File: config.mk
export PLATFORM = sky130hd
export DESIGN_NAME = core_inst_seq_flat
export DESIGN_NICKNAME = d
export VERILOG_FILES = /design/src/rtl/core_inst_seq_if.sv /design/src/rtl/core_inst_seq.sv /design/src/flat_wrapper.sv
export SDC_FILE = /design/constraint.sdc
export NUM_CORES = 1
export LEC_CHECK = 0
export ABC_AREA = 1
export ABC_CLOCK_PERIOD_IN_PS = 5700
export CAP_MARGIN = 20
export CORE_MARGIN = 4
export CORE_UTILIZATION = 61
export CTS_CLUSTER_SIZE = 10
export DETAILED_ROUTE_END_ITERATION = 12
export DONT_BUFFER_PORTS = 1
export PLACE_DENSITY = 0.83
export SLEW_MARGIN = 20
export SYNTH_ARGS = -nofsm -noshare
export SYNTH_HDL_FRONTEND = slang
export SYNTH_SLANG_ARGS = --single-unit
File: constraint.sdc
create_clock -name clk -period 5.7 [get_ports clk]
set_input_delay 1.14 -clock clk [delete_from_list [all_inputs] [get_ports clk]]
set_output_delay 1.14 -clock clk [all_outputs]
set_load 0.01 [all_outputs]
File: src/rtl/core_inst_seq_if.sv
// Control/status bundle between the pass controller and the sequencer.
// Also carries the core status flags and the issued instruction word.
interface core_inst_seq_if #(
  parameter int AW = 11
);
  logic          start;
  logic [AW-1:0] w_base;
  logic [AW-1:0] x_base;
  logic [AW-1:0] p_base;
  logic          l0_full;
  logic          ofifo_valid;
  logic [33:0]   inst;
  logic          busy;
  logic          done;
  logic [3:0]    kij_idx;
  logic          err;

  modport master (
    output start, w_base, x_base, p_base,
    output l0_full, ofifo_valid,
    input  inst, busy, done, kij_idx, err
  );

  modport slave (
    input  start, w_base, x_base, p_base,
    input  l0_full, ofifo_valid,
    output inst, busy, done, kij_idx, err
  );
endinterface

File: src/rtl/core_inst_seq.sv
// Instruction sequencer for the multi-corelet core: per kij it issues
// weight fetch/load, activation fetch, execute and OFIFO drain words.
module core_inst_seq #(
  parameter int ROW      = 8,
  parameter int COL      = 8,
  parameter int KIJ_NUM  = 9,
  parameter int LEN_NIJ  = 36,
  parameter int LOAD_GAP = 16,
  parameter int AW       = 11
) (
  input  logic          clk,
  input  logic          reset,
  core_inst_seq_if.slave bus
);
  localparam int CW =
    $clog2(ROW + COL + LEN_NIJ + LOAD_GAP + 2);

  localparam logic [2:0] S_IDLE = 3'd0;
  localparam logic [2:0] S_WF   = 3'd1;
  localparam logic [2:0] S_WL   = 3'd2;
  localparam logic [2:0] S_GAP  = 3'd3;
  localparam logic [2:0] S_XF   = 3'd4;
  localparam logic [2:0] S_EX   = 3'd5;
  localparam logic [2:0] S_DR   = 3'd6;
  localparam logic [2:0] S_DN   = 3'd7;

  localparam logic [33:0] IDLE_W = 34'h1_800C_0000;

  logic [2:0]    r_state;
  logic [2:0]    w_nstate;
  logic [CW-1:0] r_cnt;
  logic [3:0]    r_kij;
  logic [AW-1:0] r_wb;
  logic [AW-1:0] r_xb;
  logic [AW-1:0] r_pb;
  logic [33:0]   r_inst;
  logic [33:0]   w_inst;
  logic          r_busy;
  logic          r_done;
  logic          r_err;
  logic          w_step;
  logic          w_kinc;
  logic          w_last_kij;
  logic [AW-1:0] w_cnt_a;
  logic [AW-1:0] w_wa;
  logic [AW-1:0] w_xa;

  assign w_cnt_a    = AW'(r_cnt);
  assign w_wa       = r_wb + AW'(r_kij) * AW'(COL) + w_cnt_a;
  assign w_xa       = r_xb + AW'(r_kij) * AW'(LEN_NIJ) + w_cnt_a;
  assign w_last_kij = (r_kij == 4'(KIJ_NUM - 1));

  always_comb begin
    w_nstate = r_state;
    w_inst   = IDLE_W;
    w_step   = 1'b0;
    w_kinc   = 1'b0;
    unique case (1'b1)
      (r_state == S_IDLE): begin
        if (bus.start) w_nstate = S_WF;
      end
      (r_state == S_WF): begin
        w_step = 1'b1;
        if (r_cnt < CW'(COL)) begin
          w_inst[19]       = 1'b0;
          w_inst[7 +: AW]  = w_wa;
        end
        w_inst[2] = (r_cnt != '0);
        if (r_cnt == CW'(COL)) w_nstate = S_WL;
      end
      (r_state == S_WL): begin
        w_step    = 1'b1;
        w_inst[3] = 1'b1;
        w_inst[0] = 1'b1;
        if (r_cnt == CW'(COL - 1)) w_nstate = S_GAP;
      end
      (r_state == S_GAP): begin
        w_step = 1'b1;
        if (r_cnt == CW'(LOAD_GAP - 1)) w_nstate = S_XF;
      end
      (r_state == S_XF): begin
        w_step = 1'b1;
        if (r_cnt < CW'(LEN_NIJ)) begin
          w_inst[19]       = 1'b0;
          w_inst[7 +: AW]  = w_xa;
        end
        w_inst[2] = (r_cnt != '0);
        if (r_cnt == CW'(LEN_NIJ)) w_nstate = S_EX;
      end
      (r_state == S_EX): begin
        w_step    = 1'b1;
        w_inst[3] = 1'b1;
        w_inst[1] = 1'b1;
        if (r_cnt == CW'(LEN_NIJ - 1)) w_nstate = S_DR;
      end
      (r_state == S_DR): begin
        // cnt counts completed reads, so it holds while the OFIFO is empty
        if (bus.ofifo_valid) begin
          w_step           = 1'b1;
          w_inst[33]       = (r_kij != 4'd0);
          w_inst[32]       = 1'b0;
          w_inst[31]       = 1'b0;
          w_inst[20 +: AW] = r_pb + w_cnt_a;
          w_inst[6]        = 1'b1;
          if (r_cnt == CW'(LEN_NIJ - 1)) begin
            if (w_last_kij) begin
              w_nstate = S_DN;
            end else begin
              w_nstate = S_WF;
              w_kinc   = 1'b1;
            end
          end
        end
      end
      default: w_nstate = S_IDLE;
    endcase
  end

  always_ff @(posedge clk or negedge reset) begin
    if (!reset) begin
      r_state <= S_IDLE;
      r_cnt   <= '0;
      r_kij   <= 4'd0;
      r_wb    <= '0;
      r_xb    <= '0;
      r_pb    <= '0;
      r_inst  <= IDLE_W;
      r_busy  <= 1'b0;
      r_done  <= 1'b0;
      r_err   <= 1'b0;
    end else begin
      r_state <= w_nstate;
      r_inst  <= w_inst;
      r_done  <= (r_state == S_DN);
      r_err   <= r_err | (r_inst[2] & bus.l0_full);
      if (w_nstate != r_state) r_cnt <= '0;
      else if (w_step)         r_cnt <= r_cnt + CW'(1);
      if (r_state == S_IDLE && bus.start) begin
        r_wb   <= bus.w_base;
        r_xb   <= bus.x_base;
        r_pb   <= bus.p_base;
        r_kij  <= 4'd0;
        r_busy <= 1'b1;
      end
      if (w_kinc) r_kij <= r_kij + 4'd1;
      if (r_state == S_DN) r_busy <= 1'b0;
    end
  end

  assign bus.inst    = r_inst;
  assign bus.busy    = r_busy;
  assign bus.done    = r_done;
  assign bus.kij_idx = r_kij;
  assign bus.err     = r_err;
endmodule

File: src/flat_wrapper.sv
// flat-port wrapper written by rule: the top's interface ports become plain ports
module core_inst_seq_flat 
#(
  parameter int ROW      = 8,
  parameter int COL      = 8,
  parameter int KIJ_NUM  = 9,
  parameter int LEN_NIJ  = 36,
  parameter int LOAD_GAP = 16,
  parameter int AW       = 11
)
  (clk, reset, bus_start, bus_w_base, bus_x_base, bus_p_base, bus_l0_full, bus_ofifo_valid, bus_inst, bus_busy, bus_done, bus_kij_idx, bus_err);
  core_inst_seq_if #(.AW(AW)) bus_i ();
  input  logic clk;
  input  logic reset;
  input wire logic [$bits(bus_i.start)-1:0] bus_start;
  input wire logic [$bits(bus_i.w_base)-1:0] bus_w_base;
  input wire logic [$bits(bus_i.x_base)-1:0] bus_x_base;
  input wire logic [$bits(bus_i.p_base)-1:0] bus_p_base;
  input wire logic [$bits(bus_i.l0_full)-1:0] bus_l0_full;
  input wire logic [$bits(bus_i.ofifo_valid)-1:0] bus_ofifo_valid;
  output wire logic [$bits(bus_i.inst)-1:0] bus_inst;
  output wire logic [$bits(bus_i.busy)-1:0] bus_busy;
  output wire logic [$bits(bus_i.done)-1:0] bus_done;
  output wire logic [$bits(bus_i.kij_idx)-1:0] bus_kij_idx;
  output wire logic [$bits(bus_i.err)-1:0] bus_err;
  assign bus_i.start = bus_start;
  assign bus_i.w_base = bus_w_base;
  assign bus_i.x_base = bus_x_base;
  assign bus_i.p_base = bus_p_base;
  assign bus_i.l0_full = bus_l0_full;
  assign bus_i.ofifo_valid = bus_ofifo_valid;
  assign bus_inst = bus_i.inst;
  assign bus_busy = bus_i.busy;
  assign bus_done = bus_i.done;
  assign bus_kij_idx = bus_i.kij_idx;
  assign bus_err = bus_i.err;
  core_inst_seq #(.ROW(ROW), .COL(COL), .KIJ_NUM(KIJ_NUM), .LEN_NIJ(LEN_NIJ), .LOAD_GAP(LOAD_GAP), .AW(AW)) u_core (.clk(clk), .reset(reset), .bus(bus_i));
endmodule
# ---- Yosys cells after proc, flatten, opt, wreduce, memory -nomap -nowiden
# Cells that the tools add are included.
dict set report classes {
  n_addsub 7
  multipliers 1
  n_lt_le_gt_ge 2
  n_eq_ne 14
  mux 35
  bitwise 2
  reduce_logical 10
}
# operator count
set ops {}
lappend ops {{11-bit by 7-bit adder with 11-bit output} 4}
lappend ops {{14-bit 2-to-1 mux} 2}
lappend ops {{3-bit 2-to-1 mux} 9}
lappend ops {{11-bit 2-to-1 mux} 2}
lappend ops {{11-bit case mux with 2 select lines} 1}
lappend ops {{3-bit case mux with 7 select lines} 1}
lappend ops {{7-bit by 4-bit equality test with 1-bit output (second input constant)} 2}
lappend ops {{7-bit by 6-bit equality test with 1-bit output (second input constant)} 2}
lappend ops {{1-bit 2-to-1 mux} 14}
lappend ops {{7-bit 2-to-1 mux} 2}
lappend ops {{3-bit equality test (second input constant)} 4}
lappend ops {{11-bit by 10-bit adder with 11-bit output} 1}
lappend ops {{4-bit by 4-bit multiplier with 8-bit output (second input constant)} 1}
lappend ops {{4-bit 2-to-1 mux} 2}
lappend ops {{7-bit by 1-bit adder with 7-bit output (second input constant)} 1}
lappend ops {{7-bit by 3-bit equality test with 1-bit output (second input constant)} 1}
lappend ops {{7-bit by 4-bit less-than comparator with 1-bit output (second input constant)} 1}
lappend ops {{7-bit by 6-bit less-than comparator with 1-bit output (second input constant)} 1}
lappend ops {{7-bit nonzero test} 1}
lappend ops {{3-bit by 2-bit equality test with 1-bit output (second input constant)} 2}
lappend ops {{2-bit nonzero test} 3}
lappend ops {{5-bit OR reduction} 1}
lappend ops {{4-bit by 1-bit adder with 4-bit output (second input constant)} 1}
lappend ops {{4-bit equality test (second input constant)} 1}
lappend ops {{9 further kinds} 11}
dict set report word_totals {
  regBits 81
  input_bits 38
  word_cells 81
}

# ---- Longest topological paths before layout
dict set report logic_depth {
  word_depth 7
  depth_mapped 13
  depth_no_buf 13
}

# ---- Least setup slack after synthesis
# Ideal clock, no wire load.
dict set report synth_path {
  path_kind {flip-flop to flip-flop}
  startpoint {register u_core.r_kij[3], in the netlist u_core.bus.kij_idx[3]}
  endpoint {register u_core.r_inst[14], in the netlist u_core.bus.inst[14]}
  setup_time_ps 123
  arrival_ps 2484
  t_required_ps 5577
  slack_ps 3093
  path_stages_with_launch 12
  n_path_buf 0
  synth_period_minus_slack_ps 2607
  cell_sequence {dfrtp_1 -> ha_1 -> ha_1 -> inv_1 -> fa_1 -> inv_1 -> ha_1 -> a21oi_1 -> o211ai_1 -> or2_2 -> nand2_1 -> nand2_1}
}
dict set report synth_between {
  elab_chain_len 5
}
# element line
set synth_rtl {}
lappend synth_rtl {{from (decl)} core_inst_seq.sv:32} ;# logic [3:0] r_kij;
lappend synth_rtl {{from (signal assigned)} core_inst_seq.sv:145} ;# if (w_kinc) r_kij <= r_kij + 4'd1;
lappend synth_rtl {{4-bit by 4-bit multiplier with 8-bit output} core_inst_seq.sv:50} ;# assign w_xa = r_xb + AW'(r_kij) * AW'(LEN_NIJ) + w_cnt_a;
lappend synth_rtl {{11-bit by 10-bit adder with 11-bit output} core_inst_seq.sv:50}
lappend synth_rtl {{11-bit by 7-bit adder with 11-bit output} core_inst_seq.sv:50}
lappend synth_rtl {{11-bit 2-to-1 mux} core_inst_seq.sv:83} ;# if (r_cnt < CW'(LEN_NIJ)) begin
lappend synth_rtl {{11-bit case mux with 2 select lines (*)} core_inst_seq.sv:58} ;# unique case (1'b1)
lappend synth_rtl {{via u_core.w_inst[14]} core_inst_seq.sv:37} ;# logic [33:0] w_inst;
lappend synth_rtl {{to (signal assigned)} core_inst_seq.sv:133} ;# r_inst <= w_inst;
lappend synth_rtl {{to (decl)} core_inst_seq.sv:36} ;# logic [33:0] r_inst;
# The timed path passes the listed nets; every way through them passes the cells marked *.
# A chain may end at the register's enable or synchronous reset.

# ---- Worst setup path in the final report
# Same ends and word-level chain as after synthesis.

==> out/results.tsv <==
stage	metric	value	unit
status	status	finished, final reports clean	
setup_path	worstPathArrival	3.08	ns
cells_and_area	utilization	65.75	%
timing	setup_slack	2.866	ns
worst_hold_path	hold_path_class	input pin to async pin	
cells_and_area	area_delta_synth_final	5.316	%
setup_path	required	5.94	ns
grt	grt_pass1_wl	18730	um
cts	clock_path_buffers	2	
logic_synthesis	yosysWarnings	0	
logic_synthesis	syn_area	4825	um^2
logic_synthesis	seq_area_frac_synth	41.55	%
logic_synthesis	synth_edf_count	0	
logic_synthesis	synth.top_cell.area_share	40.46	%
power	intPower	1291	uW
logic_synthesis	synth-main-ff-cell	dfrtp_1	
logic_synthesis	synth_cells	592	
cells_and_area	multi_input_area	2484	um^2
timing	fin_crit_sh	49.72	%
setup_path	critPathMaxFanout	7	
grt	antenna_found_initial	0	
routing	wl_per_cell	15.92	um
timing	slew_viol_final	0	
cts	cts_hold_buf	0	
cells_and_area	ff_latch_area	2004	um^2
cts	root_buffer	clkbuf_8	
routing	first_pass_iters	4	
floorplanning	dieArea	9396	um^2
grt	grt_max_degree	81	
cts	clock_sinks	80	
logic_synthesis	yosys-top-cells-count	nand2_1, dfrtp_1, inv_1	
cells_and_area	diodes	0	
logic_synthesis	syn_area_per_cell	8.150	um^2
setup_path	worstSetupPathType	flip-flop to flip-flop	
routing	final_antenna_net_count	0	
logic_synthesis	ys_types	39	
cts	clk_pin_slew	0.09	ns
timing	clock.fmax	352.8	MHz
place	pre_cts_ws	2.888	ns
setup_path	start_kind	flip-flop	
cts	postCtsSetupBuffers	0	
cells_and_area	fin_cells	698	
place	place_inst	682	
flow_run	max_cap_viol_count	0	
floorplanning	die_y	96.94	um
power	power_density	442.7	nW/um^2
timing	worst_slew_pin_slew	0.9204	ns
routing	post-route-drc-count	0	
power	p_seq_share	39.8	%
power	netSwitchingFraction	42.61	%
timing	rsz0062_at_grt	no	
grt	grt_usage	24.55	%
floorplanning	rows	32	
logic_synthesis	synth_seq_cells	80	
floorplanning	core	7727	um^2
routing	viasPerCell	5.678	
cells_and_area	layout.nets	679	
routing	via_count	3963	
floorplanning	die_w	96.94	um
cts	htreeDepth	3	
place	gp_congestion	0.8875	
grt	grt_pass1_vias	3881	
routing	drtIter0Drc	168	
timing	period_minus_slack	2.834	ns
floorplanning	pin_count	79	
cts	cts_buffers	9	
place	hpwlAfterDp	8385	um
power	pwr-share-clk	19.3	%
timing	hold_violations	0	
floorplanning	start_util	62.44	%
logic_synthesis	synth_most_common_cell	nand2_1	
timing	fin_tns_setup	0	ns
logic_synthesis	synth_area_leaders	dfrtp_1, nand2_1, ha_1	
cells_and_area	fillers	641	
cts	cts_resized	0	
timing	worst_hold_slack	0.4695	ns
timing	fin_skew	0.009390	ns
logic_synthesis	synthArstFlopShare	100.0	%
setup_path	crit_path_end_kind	flip-flop	
place	portBuffers	0	
power	leakagePower	0.002662	uW
cts	insertion_delay	0.36	ns
timing	setup_viol	0	
logic_synthesis	synth_largest_area_cell	dfrtp_1	
power	peakVddDrop	0.2432	mV
timing	slew_headroom	38.41	%
cells_and_area	layout-drive-gt1-share	6.376	%
grt	grt_overflow_total	0	
power	power_frac_comb	40.9	%
power	switchingPower	958.6	uW
cts	cts_tree	yes	
routing	wirelength	11110	um
## placed cells by master, fill, tap and decap left out, types with 2 or more instances in the layout
master,instances
nand2_1,171
dfrtp_1,78
inv_1,61
nor2_1,52
ha_1,38
nand3_1,37
o21ai_0,31
a21oi_1,26
fa_1,12
clkbuf_8,10
nand4_1,9
inv_2,8
xor2_1,8
nor3_1,6
o22ai_1,5
xnor2_1,4
nand3_2,3
nand2_2,3
a21o_1,3
conb_1,3
clkinv_4,3
a22o_1,2
nor2_2,2
o21ai_1,2
nor3b_1,2
o211ai_1,2
dfstp_2,2
## path summary, 6_finish.rpt
path	from	endpoint	slack (ns)	depth (start not counted)
setup / recovery	u_core.bus.kij_idx[3]	u_core.bus.inst[14]	2.87	11
hold / removal	reset	u_core.r_cnt[6]	0.47	0
setup reg to reg	u_core.bus.kij_idx[3]	u_core.bus.inst[14]	2.87	11
hold reg to reg	u_core.r_pb[5]	u_core.r_pb[5]	0.50	2
max in group asynchronous	reset	u_core.bus.inst[32]	5.05	0
min in group clk	u_core.r_pb[5]	u_core.r_pb[5]	0.50	2
## layer usage
| metal | track usage, % | routed length, um |
|---|---|---|
| met2 | 40.02 | 5332 |
| met4 | 6.263 | 193 |
| met1 | 33.22 | 4944 |
| met5 | 0 | 0 |
| met3 | 5.768 | 642 |
## cell families (layout without fill, tap and decap cells)
family | Yosys count | count (layout) | share of synthesized area, %
AOI/OAI and AO/OA | 76 | 76 | 8.714
and+or+nand+nor | 290 | 290 | 25.52
adders and majority gates | 50 | 50 | 14.83
xor gates and xnor gates | 12 | 12 | 2.178
DFF | 80 | 80 | 41.55
buffers and inverters | 82 | 85 | 7.054
other | 2 | 3 | 0.1557
## worst max-delay path, stage by stage (launching register included)
cell and delay, ns:
dfrtp_1 0.53, ha_1 0.26, ha_1 0.27, inv_1 0.05, fa_1 0.47, inv_1 0.04
ha_1 0.33, a21oi_1 0.22, o211ai_1 0.14, or2_2 0.29, nand2_1 0.07, nand2_1 0.05
## power by group through the flow
stage / clock (uW) / sequential [uW] / combinational (uW)
final: 433 / 895 / 921
after global routing: 471 / 915 / 1060
after CTS: 442 / 895 / 921
after detailed placement: 0 / 902 / 912
after global placement: 0 / 898 / 882
after floorplan: 0 / 861 / 727
## state kept, by name, indices dropped and copies added, names as in the netlist
name,flops
u_core.bus.err,1
u_core.bus.done,1
u_core.r_cnt,7
u_core.bus.busy,1
u_core.bus.kij_idx,4
u_core.r_xb,11
u_core.r_state,3
u_core.r_wb,11
u_core.bus.inst,30
u_core.r_pb,11
## stage by stage
step                      power [uW]  instance area [um^2]
after global routing            2450                  5081
after CTS                       2258                  5081
after floorplan                 1588                  4828
after global placement          1780                  4875
after detailed placement        1814                  4875
final                           2250                  5081
## layout make-up
cell class	instances	area share (%)
Inverter	69	5.097
Sequential cell	80	39.45
Clock inverter	6	1.354
Clock buffer	10	2.709
Multi-Input combinational cell	431	48.88
Tap cell	102	2.512
Note: power is estimated with default switching activity, not from simulation.
